==> config.mk <==
export PLATFORM = sky130hd
export DESIGN_NAME = div_iter_flat
export DESIGN_NICKNAME = d
export VERILOG_FILES = /design/src/rtl/div_pkg.sv /design/src/rtl/div_iter_if.sv /design/src/rtl/div_step.sv /design/src/rtl/div_iter.sv /design/src/flat_wrapper.sv
export SDC_FILE = /design/constraint.sdc
export NUM_CORES = 1
export LEC_CHECK = 0
export ABC_AREA = 1
export CAP_MARGIN = 30
export CORE_ASPECT_RATIO = 2
export CORE_MARGIN = 3
export CORE_UTILIZATION = 35
export DETAILED_ROUTE_END_ITERATION = 16
export GPL_TIMING_DRIVEN = 0
export HOLD_SLACK_MARGIN = 0.08
export PLACE_DENSITY = 0.62
export SKIP_CTS_REPAIR_TIMING = 1
export SLEW_MARGIN = 30
export SYNTH_ARGS = -nofsm -noshare
export SYNTH_HDL_FRONTEND = slang
export SYNTH_SLANG_ARGS = --single-unit
==> constraint.sdc <==
create_clock -name i_clk -period 3.2 [get_ports i_clk]
set_input_delay 0.64 -clock i_clk [delete_from_list [all_inputs] [get_ports i_clk]]
set_output_delay 0.64 -clock i_clk [all_outputs]
set_load 0.03 [all_outputs]
==> src/rtl/div_pkg.sv <==
// Shared definitions for the iterative divider.
//   state_t  : FSM encoding (IDLE=0, CALC=1, FIX=2, DONE=3)
//   ITER     : iterations for the default build (DEF_WIDTH/DEF_STEPS)
//   neg_if   : conditional two's-complement negate, NEG_W bits wide;
//              callers zero-extend in and truncate out, so WIDTH <= NEG_W.
package div_pkg;

  typedef enum logic [1:0] {
    IDLE = 2'd0,
    CALC = 2'd1,
    FIX  = 2'd2,
    DONE = 2'd3
  } state_t;

  localparam int DEF_WIDTH = 32;
  localparam int DEF_STEPS = 1;
  localparam int ITER      = DEF_WIDTH / DEF_STEPS;
  localparam int NEG_W     = 64;

  // Low WIDTH bits of the negated zero-extended value equal the WIDTH-bit
  // two's-complement negate, so one wide function serves every width.
  function automatic logic [NEG_W-1:0] neg_if(input logic [NEG_W-1:0] value,
                                               input logic             cond);
    return cond ? (~value + NEG_W'(1)) : value;
  endfunction

endpackage

==> src/rtl/div_iter_if.sv <==
// Request/response bundle of the divider.
//   request : i_valid, o_ready, i_signed, i_a, i_b
//   response: o_valid, i_ready, o_quo, o_rem, o_dbz, o_ovf
// Signal names are as seen from the divider; slave = divider side,
// master = requester side.
interface div_iter_if #(
  parameter int WIDTH = 32
) ();

  logic             i_valid;
  logic             o_ready;
  logic             i_signed;
  logic [WIDTH-1:0] i_a;
  logic [WIDTH-1:0] i_b;
  logic             o_valid;
  logic             i_ready;
  logic [WIDTH-1:0] o_quo;
  logic [WIDTH-1:0] o_rem;
  logic             o_dbz;
  logic             o_ovf;

  modport slave (
    input  i_valid, i_signed, i_a, i_b, i_ready,
    output o_ready, o_valid, o_quo, o_rem, o_dbz, o_ovf
  );

  modport master (
    output i_valid, i_signed, i_a, i_b, i_ready,
    input  o_ready, o_valid, o_quo, o_rem, o_dbz, o_ovf
  );

endinterface

==> src/rtl/div_step.sv <==
// One combinational restoring-division step.
//   acc      : partial remainder (WIDTH+1 bits, always < dvs on entry)
//   quo      : dividend bits still to shift in / quotient bits so far
//   dvs      : divisor magnitude
//   acc_next : partial remainder after shift and conditional subtract
//   quo_next : quo shifted left, LSB = 1 when the subtract happened
module div_step #(
  parameter int WIDTH = 32
) (
  input  logic [WIDTH:0]   acc,
  input  logic [WIDTH-1:0] quo,
  input  logic [WIDTH-1:0] dvs,
  output logic [WIDTH:0]   acc_next,
  output logic [WIDTH-1:0] quo_next
);

  logic [WIDTH+1:0] sh;
  logic [WIDTH+1:0] diff;
  logic             ge;

  // One spare bit so the borrow of the trial subtract lands in diff's MSB.
  assign sh       = {acc, quo[WIDTH-1]};
  assign diff     = sh - {2'b00, dvs};
  assign ge       = ~diff[WIDTH+1];
  assign acc_next = ge ? diff[WIDTH:0] : sh[WIDTH:0];
  assign quo_next = {quo[WIDTH-2:0], ge};

endmodule

==> src/rtl/div_iter.sv <==
// Iterative restoring divider, RISC-V DIV/DIVU/REM/REMU semantics.
//   i_clk, i_rst : clock, synchronous active-high reset
//   bus          : div_iter_if.slave (request/response handshakes)
// Parameters: WIDTH (even, >= 4, <= 64, must match the interface width),
//             STEPS (power of two dividing WIDTH) quotient bits per clock.
// Latency from accept edge to o_valid: WIDTH/STEPS+2 normally, 1 for the
// divide-by-zero and signed-overflow fast paths.
module div_iter
  import div_pkg::*;
#(
  parameter int WIDTH = 32,
  parameter int STEPS = 1
) (
  input  logic       i_clk,
  input  logic       i_rst,
  div_iter_if.slave  bus
);

  localparam int NITER = WIDTH / STEPS;
  localparam int CW    = $clog2(NITER) + 1;
  localparam logic [WIDTH-1:0] MIN_VAL = {1'b1, {(WIDTH-1){1'b0}}};

  state_t           state, state_nxt;
  logic [CW-1:0]    cnt;
  logic [WIDTH:0]   acc;
  logic [WIDTH-1:0] quo;
  logic [WIDTH-1:0] dvs;
  logic             sgn, a_neg, b_neg;
  logic [WIDTH-1:0] res_quo, res_rem;
  logic             res_dbz, res_ovf;

  logic             is_dbz, is_ovf, last_iter;
  logic [WIDTH-1:0] a_abs, b_abs;

  assign is_dbz    = (bus.i_b == '0);
  assign is_ovf    = bus.i_signed & (bus.i_a == MIN_VAL) & (&bus.i_b);
  assign last_iter = (cnt == CW'(NITER - 1));
  assign a_abs     = WIDTH'(neg_if(NEG_W'(bus.i_a), bus.i_signed & bus.i_a[WIDTH-1]));
  assign b_abs     = WIDTH'(neg_if(NEG_W'(bus.i_b), bus.i_signed & bus.i_b[WIDTH-1]));

  // STEPS restoring steps chained within one clock.
  logic [WIDTH:0]   acc_c [STEPS+1];
  logic [WIDTH-1:0] quo_c [STEPS+1];
  assign acc_c[0] = acc;
  assign quo_c[0] = quo;

  for (genvar g = 0; g < STEPS; g++) begin : g_step
    div_step #(.WIDTH(WIDTH)) u_step (
      .acc      (acc_c[g]),
      .quo      (quo_c[g]),
      .dvs      (dvs),
      .acc_next (acc_c[g+1]),
      .quo_next (quo_c[g+1])
    );
  end

  // FSM state register
  always_ff @(posedge i_clk) begin
    if (i_rst) state <= IDLE;
    else       state <= state_nxt;
  end

  // FSM next state and handshake outputs; reset forces handshakes low.
  always_comb begin
    state_nxt   = state;
    bus.o_ready = 1'b0;
    bus.o_valid = 1'b0;
    case (state)
      IDLE: begin
        bus.o_ready = ~i_rst;
        if (bus.i_valid) state_nxt = (is_dbz | is_ovf) ? DONE : CALC;
      end
      CALC: if (last_iter) state_nxt = FIX;
      FIX:  state_nxt = DONE;
      DONE: begin
        bus.o_valid = ~i_rst;
        if (bus.i_ready) state_nxt = IDLE;
      end
      default: state_nxt = IDLE;
    endcase
  end

  // Datapath
  always_ff @(posedge i_clk) begin
    if (i_rst) begin
      cnt     <= '0;
      acc     <= '0;
      quo     <= '0;
      dvs     <= '0;
      sgn     <= 1'b0;
      a_neg   <= 1'b0;
      b_neg   <= 1'b0;
      res_quo <= '0;
      res_rem <= '0;
      res_dbz <= 1'b0;
      res_ovf <= 1'b0;
    end else begin
      case (state)
        IDLE: if (bus.i_valid) begin
          sgn   <= bus.i_signed;
          a_neg <= bus.i_signed & bus.i_a[WIDTH-1];
          b_neg <= bus.i_signed & bus.i_b[WIDTH-1];
          dvs   <= b_abs;
          quo   <= a_abs;
          acc   <= '0;
          cnt   <= '0;
          // Fast-path results go straight to the output registers.
          if (is_dbz) begin
            res_quo <= '1;
            res_rem <= bus.i_a;
            res_dbz <= 1'b1;
            res_ovf <= 1'b0;
          end else if (is_ovf) begin
            res_quo <= MIN_VAL;
            res_rem <= '0;
            res_dbz <= 1'b0;
            res_ovf <= 1'b1;
          end
        end
        CALC: begin
          acc <= acc_c[STEPS];
          quo <= quo_c[STEPS];
          cnt <= cnt + CW'(1);
        end
        FIX: begin
          // Truncating quotient; remainder takes the dividend's sign.
          res_quo <= WIDTH'(neg_if(NEG_W'(quo), sgn & (a_neg ^ b_neg)));
          res_rem <= WIDTH'(neg_if(NEG_W'(acc[WIDTH-1:0]), sgn & a_neg));
          res_dbz <= 1'b0;
          res_ovf <= 1'b0;
        end
        default: ;
      endcase
    end
  end

  assign bus.o_quo = i_rst ? '0 : res_quo;
  assign bus.o_rem = i_rst ? '0 : res_rem;
  assign bus.o_dbz = i_rst ? 1'b0 : res_dbz;
  assign bus.o_ovf = i_rst ? 1'b0 : res_ovf;

endmodule

==> src/flat_wrapper.sv <==
// flat-port wrapper written by rule: the top's interface ports become plain ports
module div_iter_flat import div_pkg::*;
#(
  parameter int WIDTH = 32,
  parameter int STEPS = 1
)
  (i_clk, i_rst, bus_i_valid, bus_i_signed, bus_i_a, bus_i_b, bus_i_ready, bus_o_ready, bus_o_valid, bus_o_quo, bus_o_rem, bus_o_dbz, bus_o_ovf);
  div_iter_if #(.WIDTH(WIDTH)) bus_i ();
  input  logic i_clk;
  input  logic i_rst;
  input wire logic [$bits(bus_i.i_valid)-1:0] bus_i_valid;
  input wire logic [$bits(bus_i.i_signed)-1:0] bus_i_signed;
  input wire logic [$bits(bus_i.i_a)-1:0] bus_i_a;
  input wire logic [$bits(bus_i.i_b)-1:0] bus_i_b;
  input wire logic [$bits(bus_i.i_ready)-1:0] bus_i_ready;
  output wire logic [$bits(bus_i.o_ready)-1:0] bus_o_ready;
  output wire logic [$bits(bus_i.o_valid)-1:0] bus_o_valid;
  output wire logic [$bits(bus_i.o_quo)-1:0] bus_o_quo;
  output wire logic [$bits(bus_i.o_rem)-1:0] bus_o_rem;
  output wire logic [$bits(bus_i.o_dbz)-1:0] bus_o_dbz;
  output wire logic [$bits(bus_i.o_ovf)-1:0] bus_o_ovf;
  assign bus_i.i_valid = bus_i_valid;
  assign bus_i.i_signed = bus_i_signed;
  assign bus_i.i_a = bus_i_a;
  assign bus_i.i_b = bus_i_b;
  assign bus_i.i_ready = bus_i_ready;
  assign bus_o_ready = bus_i.o_ready;
  assign bus_o_valid = bus_i.o_valid;
  assign bus_o_quo = bus_i.o_quo;
  assign bus_o_rem = bus_i.o_rem;
  assign bus_o_dbz = bus_i.o_dbz;
  assign bus_o_ovf = bus_i.o_ovf;
  div_iter #(.WIDTH(WIDTH), .STEPS(STEPS)) u_core (.i_clk(i_clk), .i_rst(i_rst), .bus(bus_i));
endmodule
# ---- After elaboration in Yosys (flattened, before gate mapping)
# Index checks and enable logic that the tools add are counted.
dict set report word_totals {
  out_inout_bits 68
  input_bits 69
  wordCells 88
  ff_bits 174
}
dict set report classes {
  n_reduce_logical 9
  muxes 38
  n_eq_ne 9
  bitwise_logic 14
  add_sub_neg 6
}
# cell n
set op_table {}
lappend op_table {{$mux 32} 13}
lappend op_table {{$pmux 32 s2} 3}
lappend op_table {{$add 32x1->32 const B} 4}
lappend op_table {{$not 32->32} 4}
lappend op_table {{$mux 33} 2}
lappend op_table {{$pmux 33 s2} 1}
lappend op_table {{$sub 34x32->34} 1}
lappend op_table {{$eq 32x32->1 const B} 1}
lappend op_table {{$logic_not 32->1} 1}
lappend op_table {{$reduce_and 32->1} 1}
lappend op_table {{$pmux 6 s2} 1}
lappend op_table {{$mux 1} 10}
lappend op_table {{$mux 2} 4}
lappend op_table {{$pmux 2 s4} 1}
lappend op_table {{$add 6x1->6 const B} 1}
lappend op_table {{$and 1x1->1} 6}
lappend op_table {{$eq 6x5->1 const B} 1}
lappend op_table {{$mux 6} 1}
lappend op_table {{$reduce_and 3->1} 2}
lappend op_table {{$eq 2x2->1 const B} 2}
lappend op_table {{$ne 2x2->1 const B} 2}
lappend op_table {{$pmux 1 s2} 2}
lappend op_table {{$reduce_and 2->1} 2}
lappend op_table {{$reduce_bool 2->1} 2}
lappend op_table {{7 further kinds} 8}

# ---- Depth between registers and ports, before layout
# Gate-level depths: netlist of the first run.
dict set report logic_depth {
  depth_word 7
  ltp_mapped 18
  depth_no_buf 17
}

# ---- Cells and area by module
# From an unflattened synthesis of the first run, not the netlist that was laid out.
dict set report unflattened {
  hier_cells 2697
  area_unflattened_um2 14953.1
}
# module n_inst cells_each seq_area_each_um2 area_each_um2
set by_module_without_submodules {}
lappend by_module_without_submodules {div_iter 1 1944 3483.3 11268.3}
lappend by_module_without_submodules {div_step 1 753 0.0 3684.8}

# ---- Worst setup path after synthesis of the first run
# OpenSTA, ideal clock, no wires.
dict set report synth_path {
  path_kind {input-to-output}
  startpoint {input i_rst}
  endpoint {output bus_o_quo[27]}
  t_required_ns 2.560
  path_stages 4
  arrival_ns 1.775
  path_slack_ns 0.785
  path_buffers 3
  cell_sequence {clkbuf_1 clkbuf_1 clkbuf_1 nor2_1}
}
dict set report synth_via {
  elab_chain_cells 1
}
# element line
set synth_lines {}
lappend synth_lines {{start, declared} flat_wrapper.sv:10} ;# input logic i_rst;
lappend synth_lines {{$mux 32} div_iter.sv:137} ;# assign bus.o_quo = i_rst ? '0 : res_quo;
lappend synth_lines {{end, declared} flat_wrapper.sv:18} ;# output wire logic [$bits(bus_i.o_quo)-1:0] bus_o_quo;
# No other way between the ends.

# ---- Final worst setup path of the first run
dict set report layout_path {
  startpoint {input bus_i_a[31]}
  endpoint {register u_core.res_quo[5]}
}
dict set report layout_via {
  elab_chain_cells 5
}
# element line
set layout_lines {}
lappend layout_lines {{start, declared} flat_wrapper.sv:13} ;# input wire logic [$bits(bus_i.i_a)-1:0] bus_i_a;
lappend layout_lines {{$eq 32x32->1} div_iter.sv:36} ;# assign is_ovf = bus.i_signed & (bus.i_a == MIN_VAL) & (&bus.i_b);
lappend layout_lines {{$and 1x1->1 (2 in a row)} div_iter.sv:36}
lappend layout_lines {{$ne 3x1->1 (no line)} --}
lappend layout_lines {{$reduce_and 3->1 (no line)} --}
lappend layout_lines {{end signal, assigned} div_iter.sv:127} ;# res_quo <= WIDTH'(neg_if(NEG_W'(quo), sgn & (a_neg ^ b_neg)));
lappend layout_lines {{end, declared} div_iter.sv:29} ;# logic [WIDTH-1:0] res_quo, res_rem;
# No other way between the ends.
# A chain may end at the register's enable or synchronous reset.

==> results.ini, run 1 <==
[run_status]
status=finished, violations left
violations=setup timing

[synth]
synth_edf_count=0
avgSynthCellArea_um2=5.680
ys_top_cells_by_area=dfxtp_1 25%, nand2_1 17%, inv_1 11%
synthCells=2468
yosys.cell_count.top_type=nand2_1
seq_area_frac_synth_pct=24.85
ys.flop_type=dfxtp_1
syn_nets=2580
synthTopCellsByCount=651 x nand2_1, 402 x inv_1, 314 x nor2_1
netlist-cell-type-count=44
synth_top_area_cell=dfxtp_1
netlist_area_um2=14020
ys_warn_count=0
synth_top_area_share_pct=24.85
async_flop_share_pct=0
synth_seq_cells=174

[power_and_ir_drop]
p_leak_nw=7.882
powerDensity_nw_per_um2=653.7
irDropWorstVdd_v=0.0003970
p_total_w=0.01098

[drt]
met2WireLength_um=36170
wl_per_cell_um=21.71
drtAntennaViolNets=0
num_vias=16430
route.detailed.drc=0
routed_wl_um=68660
drt_iter0_markers=979
vias_per_cell=5.194
dr.pass1.iters=8
wl_met1_um=20100
wl_met3_um=2888
dr.max_layer_used=met5

[timing]
setup-violations-final=34
slew_headroom_pct=33.67
fmax_mhz=300.8
worst_slew_pin_slew_ps=995.0
fin_skew_ps=11.23
min_period_over_period_pct=103.9
slew_viol_final=0
setup_slack_ps=-124.5
finalHoldViolCount=0
min_period_ps=3325

[global_route]
grt_util_all_layers_pct=31.58
antenna_found_initial=3
grt_max_degree=17
first_global_vias=16510
gr-total-overflow=0
grt_pass1_wl_um=98330

[critical_path]
crit_slowest_cell=clkdlybuf4s50_1
path_cells=clkdlybuf4s50_1, inv_1, nor3_1, nand3_1, nor2_2, nand2_1, o211ai_4, nand3_4, buf_4, nor2_8, buf_6, o21ai_1, nand2_1
arrival_ps=3740
cp-start-kind=input pin
setup.worst_path.class=in2reg
required_ps=3620
max_stage_delay_ps=750
cp_common_cell=nand2_1
end_kind=flip-flop
cp_max_fo=10

[cells_and_area]
nets=2737
drive_gt1_share_pct=4.096
syn_to_final_growth_pct=19.82
fill_cells=4441

[cts]
cts_tree=built
insertion_delay_ps=470
clockBufferDepth=2
cts-root-buf=clkbuf_16
cts_buffers=17
cts_max_level=4
cts.sinks=174
path_clk_slew_ps=70

[place]
port_buffers=135
hpwl_um=57410
post-place-ws_ps=-1005
gp_congestion=0.9956

[die]
die_area_um2=42630
die_h_um=289.0
rows=103
core-area_um2=39560
io_pins=137
start_util_pct=35.43
die_x_um=147.5

[worst_hold_path]
hp-class=reg2reg

[run]
maxCapViolations=0

## path summary, 6_finish.rpt
| path | startpoint | end | slack [ps] | cells after the start |
|---|---|---|---|---|
| worst max-delay path | bus_i_a[31] | u_core.res_quo[5]$_SDFFE_PP0P_ | -120 | 13 |
| worst min-delay path | u_core.dvs[31]$_SDFFE_PP0P_ | u_core.dvs[31]$_SDFFE_PP0P_ | 470 | 2 |
| worst max register to register | u_core.state[0]$_SDFFE_PP0P_ | u_core.acc[0]$_SDFFE_PP0P_ | 140 | 9 |
| worst min register to register | u_core.dvs[31]$_SDFFE_PP0P_ | u_core.dvs[31]$_SDFFE_PP0P_ | 470 | 2 |
## cell families (layout without fill, tap and decap cells)
group / count (synthesis) / count (layout) / synth area share, %
AOI/OAI and AO/OA: 382 / 382 / 14.60
xor gates and xnor gates: 48 / 48 / 2.999
adders and majority gates: 43 / 43 / 3.892
buffers and inverters: 500 / 669 / 13.84
DFF: 174 / 174 / 24.85
other: 0 / 1 / 0
and+or+nand+nor: 1321 / 1321 / 39.82
## metal layers
| metal | global-route usage [%] | up-vias |
|---|---|---|
| li1 | - | 8195 |
| met1 | 24.17 | 7368 |
| met2 | 60.63 | 566 |
| met3 | 5.337 | 295 |
| met4 | 36.02 | 4 |
| met5 | 0 | - |
## state kept, by name, summed over array words and instances, names as in the netlist
register and count:
u_core.state 2, u_core.acc 33, u_core.sgn 1, u_core.res_dbz 1, u_core.res_quo 32, u_core.quo 32, u_core.b_neg 1, u_core.res_rem 32
u_core.cnt 6, u_core.res_ovf 1, u_core.a_neg 1, u_core.dvs 32
## cells in the final DEF (no fill, tap or decap), drive strengths merged, types with 23 or more instances in the layout
cell and count:
a21oi 171, xor2 23, a31oi 27, nand3 233, xnor2 25, clkdlybuf4s50 134, ha 42, nor3 43
clkbuf 81, inv 406, o21ai 139, nand4 29, dfxtp 174, buf 34, nor2 326, nand2 651
## area by class of cell
type	count	area, um^2	area share (%)
multi-input combinational	1794	8717	51.90
sequential	174	3483	20.74
inverter	407	1531	9.118
timing repair buffer	138	1376	8.194
tap	525	656.9	3.911
buffer	93	435.4	2.592
clock buffer	19	432.9	2.577
clock inverter	12	160.2	0.9535
antenna	1	2.502	0.01490
## metrics by stage
step	util (%)	TNS (ps)	std cells	hold WS (ps)	cell area [um^2]
after floorplan	-	0	2468	445.3	14020
after global placement	40.50	-63720	3128	456.6	16030
after detailed placement	40.50	-64110	3128	468.2	16030
after CTS	42.00	-22740	3159	478.3	16620
after global routing	42.45	-33.20	3162	493.3	16790
final	42.45	-2371	3163	473.1	16800
## worst max-delay path: cells and delay by family
kind	cells	cell delay, ps
compound gates	2	340
simple gates	7	1420
buf+inv	4	1300
## where the power goes
part	switching [W]	internal, W
sequential	0.000225	0.00259
combinational	0.00428	0.00165
clock	0.00100	0.00123
No activity file was read; power rests on OpenSTA's default activity.
==> run 2, diff against run 1 <==
==> constraint.sdc (replaced) <==
create_clock -name i_clk -period 4.1 [get_ports i_clk]
set_input_delay 0.82 -clock i_clk [delete_from_list [all_inputs] [get_ports i_clk]]
set_output_delay 0.82 -clock i_clk [all_outputs]
set_load 0.005 [all_outputs]
==> run 2 against run 1 <==
- the run now ends clean
- worst setup slack better by 230 ps
- wire length about the same
- largest cell class unchanged
- global-route usage unchanged
==> results.ini, run 2 (synthesis results as in run 1) <==
[run_status]
status=finished, final reports clean

[global_route]
first_global_vias=16510  ; unchanged
gr-total-overflow=0  ; unchanged
grt_util_all_layers_pct=31.58  ; unchanged
grt_pass1_wl_um=98330  ; unchanged
grt_max_degree=17  ; unchanged
antenna_found_initial=3  ; unchanged

[cells_and_area]
syn_to_final_growth_pct=18.64
largest_reg_flops=33  ; unchanged
nets=2734  ; -0.11%
fill_cells=4457  ; +0.36%
layout.cells.most_common=nand2_1
fin_area_um2=16630  ; -0.99%
drive_gt1_share_pct=2.999  ; -1.1 points
mostFrequentLayoutCells=651 x nand2_1, 402 x inv_1, 311 x nor2_1
regMostFlops=u_core.acc

[drt]
wl_per_cell_um=21.72  ; about the same
routed_wl_um=68630  ; about the same
vias_per_cell=5.200  ; +0.12%
route.detailed.drc=0  ; unchanged
num_vias=16430  ; +0.024%
drtAntennaViolNets=0  ; unchanged
drt_iter0_markers=939  ; -4.1%
dr.pass1.iters=5  ; -3

[place]
hpwl_um=57410  ; unchanged
postPlaceCellArea_um2=16030  ; unchanged
port_buffers=135  ; unchanged
gp_congestion=0.9956  ; unchanged
post-place-ws_ps=-284.7  ; +720.0 ps

[critical_path]
path_cells=clkdlybuf4s50_1, nor2_2, nand3_1, nor4_1, nand4_1, o211ai_2, nand3_4, clkbuf_1, nor2_2, nor2_1
cp_max_fo=10  ; unchanged
cp_common_cell=nor2_2
setup.worst_path.class=in2reg
crit_slowest_cell=nand4_1
arrival_ps=4340  ; +600 ps
crit_cells=10  ; -3
end_kind=flip-flop
required_ps=4440  ; +820 ps
max_stage_delay_ps=680  ; -70 ps
cp-start-kind=input pin
cp.buffers_inverters=2  ; -2
r2r_cells=9  ; unchanged
cp_top_family=simple AND/OR/NAND/NOR gates

[timing]
rsz0062_at_grt=no
fin_skew_ps=13.55  ; +2.322 ps
setup_slack_ps=105.4  ; +230.0 ps
setup-violations-final=0  ; -100%
fmax_mhz=250.3
slew_headroom_pct=32.10  ; -1.6 points
worst_slew_pin_slew_ps=1008  ; +12.91 ps
slew_viol_final=0  ; unchanged
min_period_over_period_pct=97.43
hold_ws_ps=473.6  ; +0.4560 ps
min_period_ps=3995
finalHoldViolCount=0  ; unchanged

[die]
core-area_um2=39560  ; unchanged
die_x_um=147.5  ; unchanged
die_h_um=289.0  ; unchanged
start_util_pct=35.43  ; unchanged
die_area_um2=42630  ; unchanged
io_pins=137  ; unchanged
rows=103  ; unchanged

[cts]
cts_tree=built
cts_buffers=17  ; unchanged
cts-root-buf=clkbuf_16
cts_max_level=4  ; unchanged
path_clk_slew_ps=70  ; about the same
cts.sinks=174  ; unchanged
insertion_delay_ps=480  ; about the same
clockBufferDepth=2  ; unchanged

[power_and_ir_drop]
p_leak_nw=7.799  ; -1.1%
powerDensity_nw_per_um2=503.2  ; -23%
p_total_w=0.008368  ; -24%
irDropWorstVdd_v=0.0003103  ; -22%

[worst_hold_path]
hp-class=reg2reg
hold_depth=2  ; unchanged

[run]
maxCapViolations=0  ; unchanged

==> run 2: worst paths after layout <==
kind / endpoint / slack [ps] / startpoint
worst max-delay path: u_core.res_rem[30]$_SDFFE_PP0P_ / 110 / bus_i_b[24]
worst max register to register: u_core.acc[0]$_SDFFE_PP0P_ / 780 / u_core.state[0]$_SDFFE_PP0P_
worst min-delay path: u_core.dvs[31]$_SDFFE_PP0P_ / 470 / u_core.dvs[31]$_SDFFE_PP0P_
worst min register to register: u_core.dvs[31]$_SDFFE_PP0P_ / 470 / u_core.dvs[31]$_SDFFE_PP0P_
==> run 2: report_power, final <==
group          total [W]  internal, W  switching, W
Sequential       0.00220      0.00202      0.000177
Clock            0.00175     0.000960      0.000789
Combinational    0.00442      0.00125       0.00317
Total            0.00837      0.00423       0.00414
==> run 2: final cells by class <==
class,instances,area (um^2),share of cell area (%)
clock buffer,19,432.9,2.603
tap,525,656.9,3.950
inverter,407,1528,9.187
buffer,93,412.9,2.483
multi-input combinational,1794,8602,51.73
sequential,174,3483,20.95
timing repair buffer,135,1351,8.126
clock inverter,12,160.2,0.9631
antenna,1,2.502,0.01505
==> run 2: worst register-to-register path: cells and delay by family, from the launching register on <==
family / cells / cell delay [ps]
flip-flops: 1 / 360
AO/OA/AOI/OAI: 2 / 430
AND/OR/NAND/NOR: 2 / 640
adder cells (fa/ha/maj): 1 / 270
buffers and inverters: 4 / 1540
==> run 2: metal layers <==
metal	routed length, um	vias up	GRT usage, %
met5	13	-	0
met4	9357	2	36.02
met3	2945	278	5.337
met2	36230	592	60.63
met1	20080	7378	24.17
li1	-	8182	-
==> run 2: stage by stage <==
step                      setup TNS (ps)  std cells  utilization (%)
after floorplan                        0       2468                -
after global placement             -2783       3128            40.50
after detailed placement           -2496       3128            40.50
after CTS                              0       3159            42.00
after global routing                   0       3159            42.03
final                                  0       3160            42.03
==> run 3, diff against run 2 <==
Settings changed: CAP_MARGIN 30 to 20, SETUP_SLACK_MARGIN from default to 0.4.
==> run 3 against run 2 <==
- non-clock buffer count up 1
- register-to-register slack about the same
- clock power about the same
- count of clock-buffer cells in the layout unchanged
- via count down 0.15%
- core utilization up 0.098 points
- critical endpoint unchanged
==> results.ini, run 3 (synthesis results as in run 1) <==
[timing]
worst_slew_pin_slew_ps=1001  ; -6.563 ps
setup-violations-final=0  ; unchanged
slew_viol_final=0  ; unchanged
tns_ps=0  ; unchanged
fin_skew_ps=11.94  ; -1.614 ps
min_period_over_period_pct=92.43  ; -5.0 points
min_period_ps=3790  ; -205.0 ps
finalHoldViolCount=0  ; unchanged
rsz0062_at_grt=yes
slew_headroom_pct=32.54  ; +0.44 points
fmax_mhz=263.9  ; +5.4%

[cells_and_area]
drive_gt1_share_pct=3.340  ; +0.34 points
regMostFlops=u_core.acc
mostFrequentLayoutCells=651 x nand2_1, 402 x inv_1, 310 x nor2_1
syn_to_final_growth_pct=18.91
largest_reg_flops=33  ; unchanged
nets=2735  ; +0.037%
layout.cells.most_common=nand2_1
fin_area_um2=16670  ; +0.23%

[global_route]
grt_util_all_layers_pct=31.58  ; unchanged
first_global_vias=16510  ; unchanged
antenna_found_initial=3  ; unchanged
grt_max_degree=17  ; unchanged
gr-total-overflow=0  ; unchanged
grt_pass1_wl_um=98330  ; unchanged

[cts]
cts-root-buf=clkbuf_16
cts_buffers=17  ; unchanged
path_clk_slew_ps=70  ; about the same
cts_max_level=4  ; unchanged
clockBufferDepth=2  ; unchanged
cts.sinks=174  ; unchanged
insertion_delay_ps=470  ; about the same
cts_tree=built

[run_status]
status=finished, final reports clean

[drt]
route.detailed.drc=0  ; unchanged
routed_wl_um=68520  ; -0.15%
drt_iter0_markers=832  ; -11%
wl_per_cell_um=21.68  ; -0.18%
drtAntennaViolNets=0  ; unchanged
num_vias=16410  ; -0.15%
dr.pass1.iters=6  ; +1
vias_per_cell=5.191  ; -0.18%

[power_and_ir_drop]
p_total_w=0.008365  ; about the same
p_leak_nw=7.823  ; +0.30%
powerDensity_nw_per_um2=501.9  ; -0.27%
irDropWorstVdd_v=0.0003079  ; -0.80%

[die]
io_pins=137  ; unchanged
die_h_um=289.0  ; unchanged
die_x_um=147.5  ; unchanged
core-area_um2=39560  ; unchanged
rows=103  ; unchanged
start_util_pct=35.43  ; unchanged
die_area_um2=42630  ; unchanged

[place]
postPlaceCellArea_um2=16030  ; unchanged
port_buffers=135  ; unchanged
hpwl_um=57410  ; unchanged
gp_congestion=0.9956  ; unchanged

[run]
maxCapViolations=0  ; unchanged

[critical_path]
arrival_ps=4130  ; -210 ps
cp-start-kind=input pin
setup.worst_path.class=in2reg
cp_max_fo=10  ; unchanged
required_ps=4440  ; about the same
end_kind=flip-flop

[worst_hold_path]
hp-class=reg2reg

run 3: final timing paths:
path | start | depth (start not counted) | to | slack, ps
worst min register to register | u_core.dvs[31]$_SDFFE_PP0P_ | 2 | u_core.dvs[31]$_SDFFE_PP0P_ | 480
worst max-delay path | bus_i_a[31] | 11 | u_core.res_rem[30]$_SDFFE_PP0P_ | 310
worst max register to register | u_core.state[0]$_SDFFE_PP0P_ | 9 | u_core.acc[0]$_SDFFE_PP0P_ | 770
worst min-delay path | u_core.dvs[31]$_SDFFE_PP0P_ | 2 | u_core.dvs[31]$_SDFFE_PP0P_ | 480
run 3: per-layer routing:
layer  GRT usage [%]  wire, um
met1           24.17     19910
met4           36.02      9498
met5               0        13
met3           5.337      3082
met2           60.63     36020
run 3: worst max-delay path, stage by stage:
cell             delay, ps
clkdlybuf4s50_1        750
inv_1                  110
nor3_1                 350
nand3_1                190
nor2_1                 350
nand2_1                120
o211ai_2               270
nand3_4                280
clkbuf_2               310
nor2_2                 500
nor2_1                  70
run 3: report_power, final:
group          total (W)  internal, W  switching [W]
clock            0.00174     0.000960       0.000780
sequential       0.00219      0.00202       0.000176
combinational    0.00443      0.00126        0.00317
run 3: final cells by class:
class	count	area, um^2
timing repair buffer	136	1359
clock buffer	19	432.9
inverter	407	1528
fill	4454	22900
tap	525	656.9
buffer	93	419.2
antenna	1	2.502
clock inverter	12	160.2
multi-input combinational	1794	8627
sequential	174	3483
run 3: metrics by stage:
step / std cells / setup slack [ps] / util (%) / hold WS, ps
6_report: 3161 / 310.4 / 42.13 / 475.0
5_1_grt: 3160 / 238.2 / 42.12 / 493.3
4_1_cts: 3159 / 140.0 / 42.00 / 478.3
3_5_place_dp: 3128 / -284.7 / 40.50 / 468.2
3_3_place_gp: 3128 / -300.4 / 40.50 / 456.6
2_1_floorplan: 2468 / 1433 / - / 445.3
